**config.mk**
```make
export PLATFORM = sky130hd
export DESIGN_NAME = ctrl_mc
export DESIGN_NICKNAME = d
export VERILOG_FILES = /design/src/rtl/ctrl_mc.sv
export SDC_FILE = /design/constraint.sdc
export NUM_CORES = 1
export LEC_CHECK = 0
export CAP_MARGIN = 15
export CORE_ASPECT_RATIO = 1.4
export CORE_MARGIN = 2
export CORE_UTILIZATION = 49
export CTS_CLUSTER_DIAMETER = 50
export DETAILED_ROUTE_END_ITERATION = 8
export DONT_BUFFER_PORTS = 1
export PLACE_DENSITY_LB_ADDON = 0.05
export SLEW_MARGIN = 0
export SYNTH_ARGS = -nofsm -noshare
export SYNTH_HDL_FRONTEND = slang
export SYNTH_SLANG_ARGS = --single-unit
```
**constraint.sdc**
```tcl
create_clock -name CLK -period 2.6 [get_ports CLK]
set_clock_uncertainty 0.2 [all_clocks]
set_input_delay 0.52 -clock CLK [delete_from_list [all_inputs] [get_ports CLK]]
set_output_delay 0.52 -clock CLK [all_outputs]
set_load 0.01 [all_outputs]
```
**src/rtl/ctrl_mc.sv**
```systemverilog
// Multi-cycle control FSM: FETCH/DECODE/EXECUTE/MEM/WRITEBACK sequencing, 3-5+w cycles per instruction.
// Memory stalls hold MEM until MEM_RDY; a stall of MEM_TIMEOUT cycles sets ERR and parks the FSM in HALT.
module ctrl_mc #(
  parameter int COND_W      = 4,
  parameter int CNT_W       = 16,
  parameter int MEM_TIMEOUT = 15
) (
  input  logic              CLK,
  input  logic              RST,
  input  logic [3:0]        OPCODE,
  input  logic [COND_W-1:0] MM,
  input  logic [COND_W-1:0] STAT,
  input  logic              MEM_RDY,
  output logic              PC_RST,
  output logic              PC_WRITE,
  output logic              PC_SEL,
  output logic              BR_SEL,
  output logic              RF_WE,
  output logic              WB_SEL,
  output logic [1:0]        RD_SEL,
  output logic              SWAP_SEL,
  output logic [1:0]        ALU_OP,
  output logic              MM_SEL,
  output logic              DM_WE,
  output logic              DM_RE,
  output logic              HALTED,
  output logic              ERR,
  output logic [2:0]        STATE,
  output logic [CNT_W-1:0]  RETIRED
);

  typedef enum logic [2:0] {
    S_START   = 3'd0,
    S_FETCH   = 3'd1,
    S_DECODE  = 3'd2,
    S_EXECUTE = 3'd3,
    S_MEM     = 3'd4,
    S_WB      = 3'd5,
    S_HALT    = 3'd6
  } state_t;

  typedef enum logic [3:0] {
    OP_NOOP = 4'd0,
    OP_LOD  = 4'd1,
    OP_STR  = 4'd2,
    OP_SWAP = 4'd3,
    OP_BRA  = 4'd4,
    OP_BRR  = 4'd5,
    OP_BNE  = 4'd6,
    OP_ALU  = 4'd8,
    OP_HLT  = 4'd15
  } op_t;

  localparam int WAIT_W = (MEM_TIMEOUT < 2) ? 1 : $clog2(MEM_TIMEOUT);
  localparam logic [WAIT_W-1:0] WAIT_LAST = WAIT_W'(MEM_TIMEOUT - 1);
  localparam logic [COND_W-1:0] MM_IMM    = COND_W'(8);
  localparam logic [COND_W-1:0] MM_IDX    = '0;

  state_t              state_q, state_d;
  op_t                 lop_q, lop_d;
  logic [COND_W-1:0]   lmm_q, lmm_d;
  logic [WAIT_W-1:0]   wait_q, wait_d;
  logic                err_q, err_d;
  logic [CNT_W-1:0]    ret_q, ret_d;

  op_t                 live_op;
  logic                cond_hit;
  logic                retire;

  function automatic op_t decode_op(input logic [3:0] raw);
    case (raw)
      4'd1:    return OP_LOD;
      4'd2:    return OP_STR;
      4'd3:    return OP_SWAP;
      4'd4:    return OP_BRA;
      4'd5:    return OP_BRR;
      4'd6:    return OP_BNE;
      4'd8:    return OP_ALU;
      4'd15:   return OP_HLT;
      default: return OP_NOOP;
    endcase
  endfunction

  always_comb begin
    state_d  = state_q;
    lop_d    = lop_q;
    lmm_d    = lmm_q;
    wait_d   = wait_q;
    err_d    = err_q;
    ret_d    = ret_q;
    PC_RST   = 1'b0;
    PC_WRITE = 1'b0;
    PC_SEL   = 1'b0;
    BR_SEL   = 1'b0;
    RF_WE    = 1'b0;
    WB_SEL   = 1'b0;
    RD_SEL   = 2'd0;
    SWAP_SEL = 1'b0;
    ALU_OP   = 2'b00;
    MM_SEL   = 1'b0;
    DM_WE    = 1'b0;
    DM_RE    = 1'b0;
    HALTED   = 1'b0;

    live_op  = decode_op(OPCODE);
    cond_hit = |(lmm_q & STAT);

    case (state_q)
      S_START: begin
        PC_RST  = 1'b1;
        state_d = S_FETCH;
      end

      S_FETCH: begin
        PC_WRITE = 1'b1;
        state_d  = S_DECODE;
      end

      S_DECODE: begin
        if (live_op == OP_LOD || (live_op == OP_ALU && MM == MM_IMM)) begin
          RD_SEL = 2'd1;
        end else if (live_op == OP_SWAP) begin
          RD_SEL = 2'd2;
        end
        lop_d   = live_op;
        lmm_d   = MM;
        state_d = (live_op == OP_HLT) ? S_HALT : S_EXECUTE;
      end

      S_EXECUTE: begin
        wait_d  = '0;
        state_d = S_MEM;
        case (lop_q)
          OP_ALU: ALU_OP = (lmm_q == MM_IMM) ? 2'b01 : 2'b00;
          OP_LOD, OP_STR: begin
            if (lmm_q == MM_IDX) begin
              ALU_OP = 2'b01;
            end else if (lmm_q == MM_IMM) begin
              MM_SEL = 1'b1;
            end
          end
          OP_BRA, OP_BRR, OP_BNE: begin
            ALU_OP  = 2'b10;
            state_d = S_FETCH;
            // bne inverts the sense of the masked condition
            if ((lop_q == OP_BNE) ? !cond_hit : cond_hit) begin
              PC_WRITE = 1'b1;
              PC_SEL   = 1'b1;
              BR_SEL   = (lop_q != OP_BRR);
            end
          end
          OP_SWAP: begin
            RF_WE  = 1'b1;
            ALU_OP = 2'b10;
          end
          default: state_d = S_FETCH;
        endcase
      end

      S_MEM: begin
        case (lop_q)
          OP_ALU: begin
            RF_WE   = 1'b1;
            state_d = S_FETCH;
          end
          OP_LOD, OP_STR: begin
            DM_RE = (lop_q == OP_LOD);
            DM_WE = (lop_q == OP_STR);
            // a ready in the final allowed cycle still completes the access
            if (MEM_RDY) begin
              state_d = (lop_q == OP_LOD) ? S_WB : S_FETCH;
            end else if (wait_q == WAIT_LAST) begin
              err_d   = 1'b1;
              state_d = S_HALT;
            end else begin
              wait_d = wait_q + WAIT_W'(1);
            end
          end
          OP_SWAP: state_d = S_WB;
          default: state_d = S_FETCH;
        endcase
      end

      S_WB: begin
        RF_WE    = 1'b1;
        WB_SEL   = (lop_q == OP_LOD);
        SWAP_SEL = (lop_q == OP_SWAP);
        state_d  = S_FETCH;
      end

      S_HALT: HALTED = 1'b1;

      default: state_d = S_START;
    endcase

    retire = (state_d == S_FETCH) &&
             (state_q == S_EXECUTE || state_q == S_MEM || state_q == S_WB);
    if (retire && ret_q != {CNT_W{1'b1}}) begin
      ret_d = ret_q + CNT_W'(1);
    end
  end

  always_ff @(posedge CLK) begin
    if (RST) begin
      state_q <= S_START;
      lop_q   <= OP_NOOP;
      lmm_q   <= '0;
      wait_q  <= '0;
      err_q   <= 1'b0;
      ret_q   <= '0;
    end else begin
      state_q <= state_d;
      lop_q   <= lop_d;
      lmm_q   <= lmm_d;
      wait_q  <= wait_d;
      err_q   <= err_d;
      ret_q   <= ret_d;
    end
  end

  assign STATE   = state_q;
  assign ERR     = err_q;
  assign RETIRED = ret_q;

endmodule
```
; ---- After elaboration in Yosys (flattened, before gate mapping)
; Memory sizes are Yosys's and may differ from the RTL's.
; Index checks and enable logic that the tools add are counted.
[word_totals]
mem_bits_ro = 64
out_inout_bits = 35
inputBits = 15
reg_bits = 32
n_memories = 1
word_cells = 96
[classes]
bitwise_logic = 2
n_reduce_logical = 18
n_addsub = 2
n_eq_ne = 26
n_mux = 41
[memory_table]
columns = name, depth, width, read_ports, rd_clocked_by_memory_dff, wr, line_no
row1 = (no name shown), 16, 4, 1, 0, 0, 71  ; case (raw)
[ops]
columns = operator, n
row1 = 4-bit == test (second input constant), 6
row2 = 1-bit 2-to-1 mux, 23
row3 = 3-bit case mux with 6 select lines, 1
row4 = 16-bit by 1-bit adder with 16-bit output (second input constant), 1
row5 = 16-bit inequality test (second input constant), 1
row6 = 3-bit 2-to-1 mux, 5
row7 = 4-bit by 2-bit == test with 1-bit output (second input constant), 3
row8 = 4-bit by 3-bit == test with 1-bit output (second input constant), 3
row9 = 4-bit 2-to-1 mux, 3
row10 = 4-bit OR reduction, 3
row11 = 3-bit == test (second input constant), 3
row12 = 4-bit by 1-bit == test with 1-bit output (second input constant), 2
row13 = 2-bit 2-to-1 mux, 4
row14 = 4-bit case mux with 2 select lines, 1
row15 = 4-bit AND reduction, 2
row16 = 3-bit by 1-bit == test with 1-bit output (second input constant), 2
row17 = 3-bit by 2-bit == test with 1-bit output (second input constant), 2
row18 = 2-bit case mux with 3 select lines, 1
row19 = 3-bit case mux with 2 select lines, 1
row20 = 4-bit by 1-bit adder with 4-bit output (second input constant), 1
row21 = 4-bit AND, 1
row22 = 4-bit zero test, 1
row23 = 2-bit inequality test (second input constant), 2
row24 = 4-bit by 3-bit inequality test with 1-bit output (second input constant), 1
row25 = 11 further kinds, 16

; ---- Logic depth before layout (Yosys ltp)
[logic_depth]
ltp_word = 8
mapped_depth = 9
mapped_depth_nobuf = 7

; ---- Least setup slack after synthesis
; Ideal clock, no wire load.
[synth_timing]
path_kind = reg2reg
startpoint = register lop_q[3]
endpoint = register ret_q[2] (netlist: RETIRED[2])
setup_ns = 0.121
synth_period_minus_slack_ns = 2.196
path_slack_ns = 0.404
arrival_time_ns = 1.875
path_stages_with_launch = 9
path_buffers = 3
t_required_ns = 2.279
path_cell_list = dfxtp_1 -> buf_6 -> or2_1 -> buf_6 -> o41a_1 -> o21ai_2 -> buf_6 -> nor3_2 -> mux2_4
[synth_between]
elab_chain_len = 8
word_cells_on_any_way = 14
cone_classes = eq/ne (5) / mux (5) / reduce/logical (4)
[synth_rtl]
columns = element, line_no
row1 = start: declaration, 60  ; op_t lop_q, lop_d;
row2 = start signal: assignment, 213  ; lop_q <= lop_d;
row3 = 4-bit by 1-bit == test with 1-bit output, "133, 161, 171"
row4 = 3-bit 2-to-1 mux, 171  ; state_d = (lop_q == OP_LOD) ? S_WB : S_FETCH;
row5 = 3-bit 2-to-1 mux, 170  ; if (MEM_RDY) begin
row6 = 3-bit case mux with 2 select lines, 161  ; case (lop_q)
row7 = 3-bit case mux with 6 select lines (*), 108  ; case (state_q)
row8 = 3-bit by 1-bit == test with 1-bit output (*), 196  ; retire = (state_d == S_FETCH) &&
row9 = 1-bit logical AND (*), 196
row10 = 1-bit logical AND (*), 198  ; if (retire && ret_q != {CNT_W{1'b1}}) begin
row11 = end signal: assignment, 217  ; ret_q <= ret_d;
row12 = end: declaration, 64  ; logic [CNT_W-1:0] ret_q, ret_d;
; Every way passes the cells marked *; elsewhere a longest branch is shown, timed or not.
; A chain may end at the register's enable or synchronous reset.

; ---- Worst setup path after layout
[layout_timing]
startpoint = register state_q[2] (netlist: STATE[2])
endpoint = output port MM_SEL
[layout_between]
elab_chain_len = 2
[layout_rtl]
columns = element, line_no
row1 = start: declaration, 59  ; state_t state_q, state_d;
row2 = start signal: assignment, 212  ; state_q <= state_d;
row3 = 3-bit by 2-bit == test with 1-bit output, 108
row4 = 1-bit 2-to-1 mux, 108
row5 = end: declaration, 23  ; output logic MM_SEL,
; Every way passes these cells.

==> flow_summary.ini <==
[floorplan]
die_w_um = 59.4
die_area_um2 = 4840
die_h_um = 81.5
core-area_um2 = 4170
core.rowCount = 28
initial_core_util_pct = 50.5
io-pin-count = 50

[detailed_routing]
vias = 1936
final_antenna_net_count = 0
viasPerCell = 6.31
drt_iter0_drc = 75
wl_met1_um = 2040
drcViolationCount = 0
wl_per_cell_um = 16.9
met3_length_um = 282
first_pass_iters = 4
highest-signal-layer = met4
wirelength_um = 5190
met2_length_um = 2740

[synth]
synth_seq_cells = 32
syn_area_per_cell_um2 = 8.22
netlist_area_um2 = 2100
synth_warnings = 0
yosysSeqAreaShare_pct = 30.4
netlist_instances = 256
synthDistinctLibCells = 60
synth-main-ff-cell = dfxtp_1
synth_edf_count = 0
syn-num-nets = 274
synthArstFlopShare_pct = 0

[sta]
fin_ws_ns = 0.0980
tns_ns = 0
fmax_ghz = 0.400
post-route-period-util_pct = 96.2
maxSlewHeadroom_pct = 49.4
hold_viol_final = 0
slew_violations = 0
rsz0062_at_grt = no
setup_viol = 0
max_slew.worst_pin.slew_ns = 0.757
finalCriticalPeriod_ns = 2.50

[setup_path]
arrival_ns = 1.78
cp_slowest_cell = or4_1
cp-start-kind = flip-flop
worstPathCellList = nand3b_1 -> or4_1 -> nor4_2 -> buf_4
worstSetupPathType = flip-flop to output pin
r2r-start = lop_q[3]
critPathMaxFanout = 7
endpoint_kind = output pin
crit_buf_inv = 1
critPathMaxStageDelay_ns = 0.50
startpoint = STATE[2]
worstPathRequired_ns = 1.88
crit_family = simple AND/OR/NAND/NOR gates

[clocking]
clock-root-buffer = clkbuf_8
cts_tree = built
clk_pin_slew_worst_paths_ns = 0.07
h-tree-depth = 2
clock_path_buffers = 2
clock_latency_ns = 0.29
cts_sinks = 32
cts_made_buffers = 5

[final_layout]
layout_common_cells = dfxtp_1, a21oi_1, nand2_1
final_common_cell = dfxtp_1
antenna_cells = 0
syn2layout_area_growth_pct = 7.49
fin_cells = 307
nNetsFinal = 280
drive_gt1_share_pct = 19.1

[global_routing]
grt_pass1_wl_um = 8540
grt_max_degree = 33
grt_overflow = 0
grt_pass1_vias = 1905
grt_usage_pct = 22.9
antenna_found_initial = 0

[placed_design]
place_congestion = 0.800
placed_cells = 299
port_buffers = 0
hpwl_um = 3800
dp_slack_ns = 0.129

[status]
status = completed

[power]
power_density_nw_per_um2 = 474
leakagePower_nw = 0.740
peakVddDrop_uv = 307

[min_path]
min_path_type = primary input to flip-flop
min_from = RST

[run]
cap_violations = 0
-- Yosys cell counts, types with 7 or more instances --
| library cell | number | area share (%) |
|---|---|---|
| nand3_1 | 10 | 2.4 |
| nor3_1 | 10 | 2.4 |
| o31ai_1 | 12 | 4.3 |
| or4_1 | 10 | 3.6 |
| nor2_1 | 16 | 2.9 |
| buf_6 | 7 | 3.7 |
| inv_1 | 9 | 1.6 |
| a21oi_1 | 26 | 6.2 |
| nand2_1 | 24 | 4.3 |
| dfxtp_1 | 32 | 30 |
-- area by class of cell --
type                       instances  area [um^2]
fill                             427         1910
multi-input combinational        197         1290
sequential                        32          642
timing repair buffer              17          140
clock buffer                       7         96.3
tap                               45         56.3
inverter                           9         33.8
-- per-stage QoR --
| step | total power [W] | area (um^2) | utilization [%] | hold slack, ns |
|---|---|---|---|---|
| floorplan | 0.000638 | 2100 | - | 0.245 |
| global placement | 0.000655 | 2140 | 51.3 | 0.256 |
| detailed placement | 0.000656 | 2140 | 51.3 | 0.260 |
| CTS | 0.00108 | 2240 | 53.8 | 0.0768 |
| global route | 0.00112 | 2260 | 54.3 | 0.0659 |
| finish | 0.00107 | 2260 | 54.3 | 0.0807 |
-- kinds of logic (layout without fill, tap and decap cells) --
group | count (synthesis) | count (layout) | share of synthesized area (%)
and+or+nand+nor | 118 | 118 | 32.2
buffers and inverters | 27 | 33 | 9.39
adders and majority gates | 3 | 3 | 1.78
muxes | 1 | 1 | 0.713
AOI/OAI and AO/OA | 67 | 67 | 21.8
DFF | 32 | 32 | 30.4
xor gates and xnor gates | 8 | 8 | 3.69
-- final timing paths --
check / slack [ns] / cells past startpoint / end
hold / removal: 0.08 / 1 / RETIRED[4]
hold reg to reg: 0.26 / 2 / lmm_q[2]
setup reg to reg: 0.23 / 6 / RETIRED[13]
setup / recovery: 0.1 / 4 / MM_SEL
-- flip-flops by register name, indices dropped and copies added, names as in the netlist --
register	count
lop_q	4
wait_q	4
lmm_q	4
ERR	1
STATE	3
RETIRED	16
-- where the power goes --
group / switching [W] / internal, W
clock: 0.000188 / 0.000236
sequential: 0.0000133 / 0.000501
combinational: 0.0000809 / 0.0000534
-- worst register-to-register path, cell delays in order (launching register included) --
cell,delay [ns]
dfxtp_1,0.53
or2_1,0.35
o41a_1,0.28
o21ai_2,0.14
buf_4,0.20
or4_1,0.47
a21oi_1,0.14
-- metal layers --
layer | GRT usage [%] | up-vias
li1 | - | 964
met1 | 23.8 | 897
met2 | 41.8 | 63
met3 | 5.98 | 12
met4 | 10.2 | 0
met5 | 0 | -
-- repair_timing --
item	4_1_cts	5_1_grt
cloned	0	0
gates resized for setup	1	4
pin swaps	0	0
endpoints found under the setup margin	4	5
buffers inserted	1	0
hold buffers	0	0
Note: power is estimated with default switching activity, not from simulation.
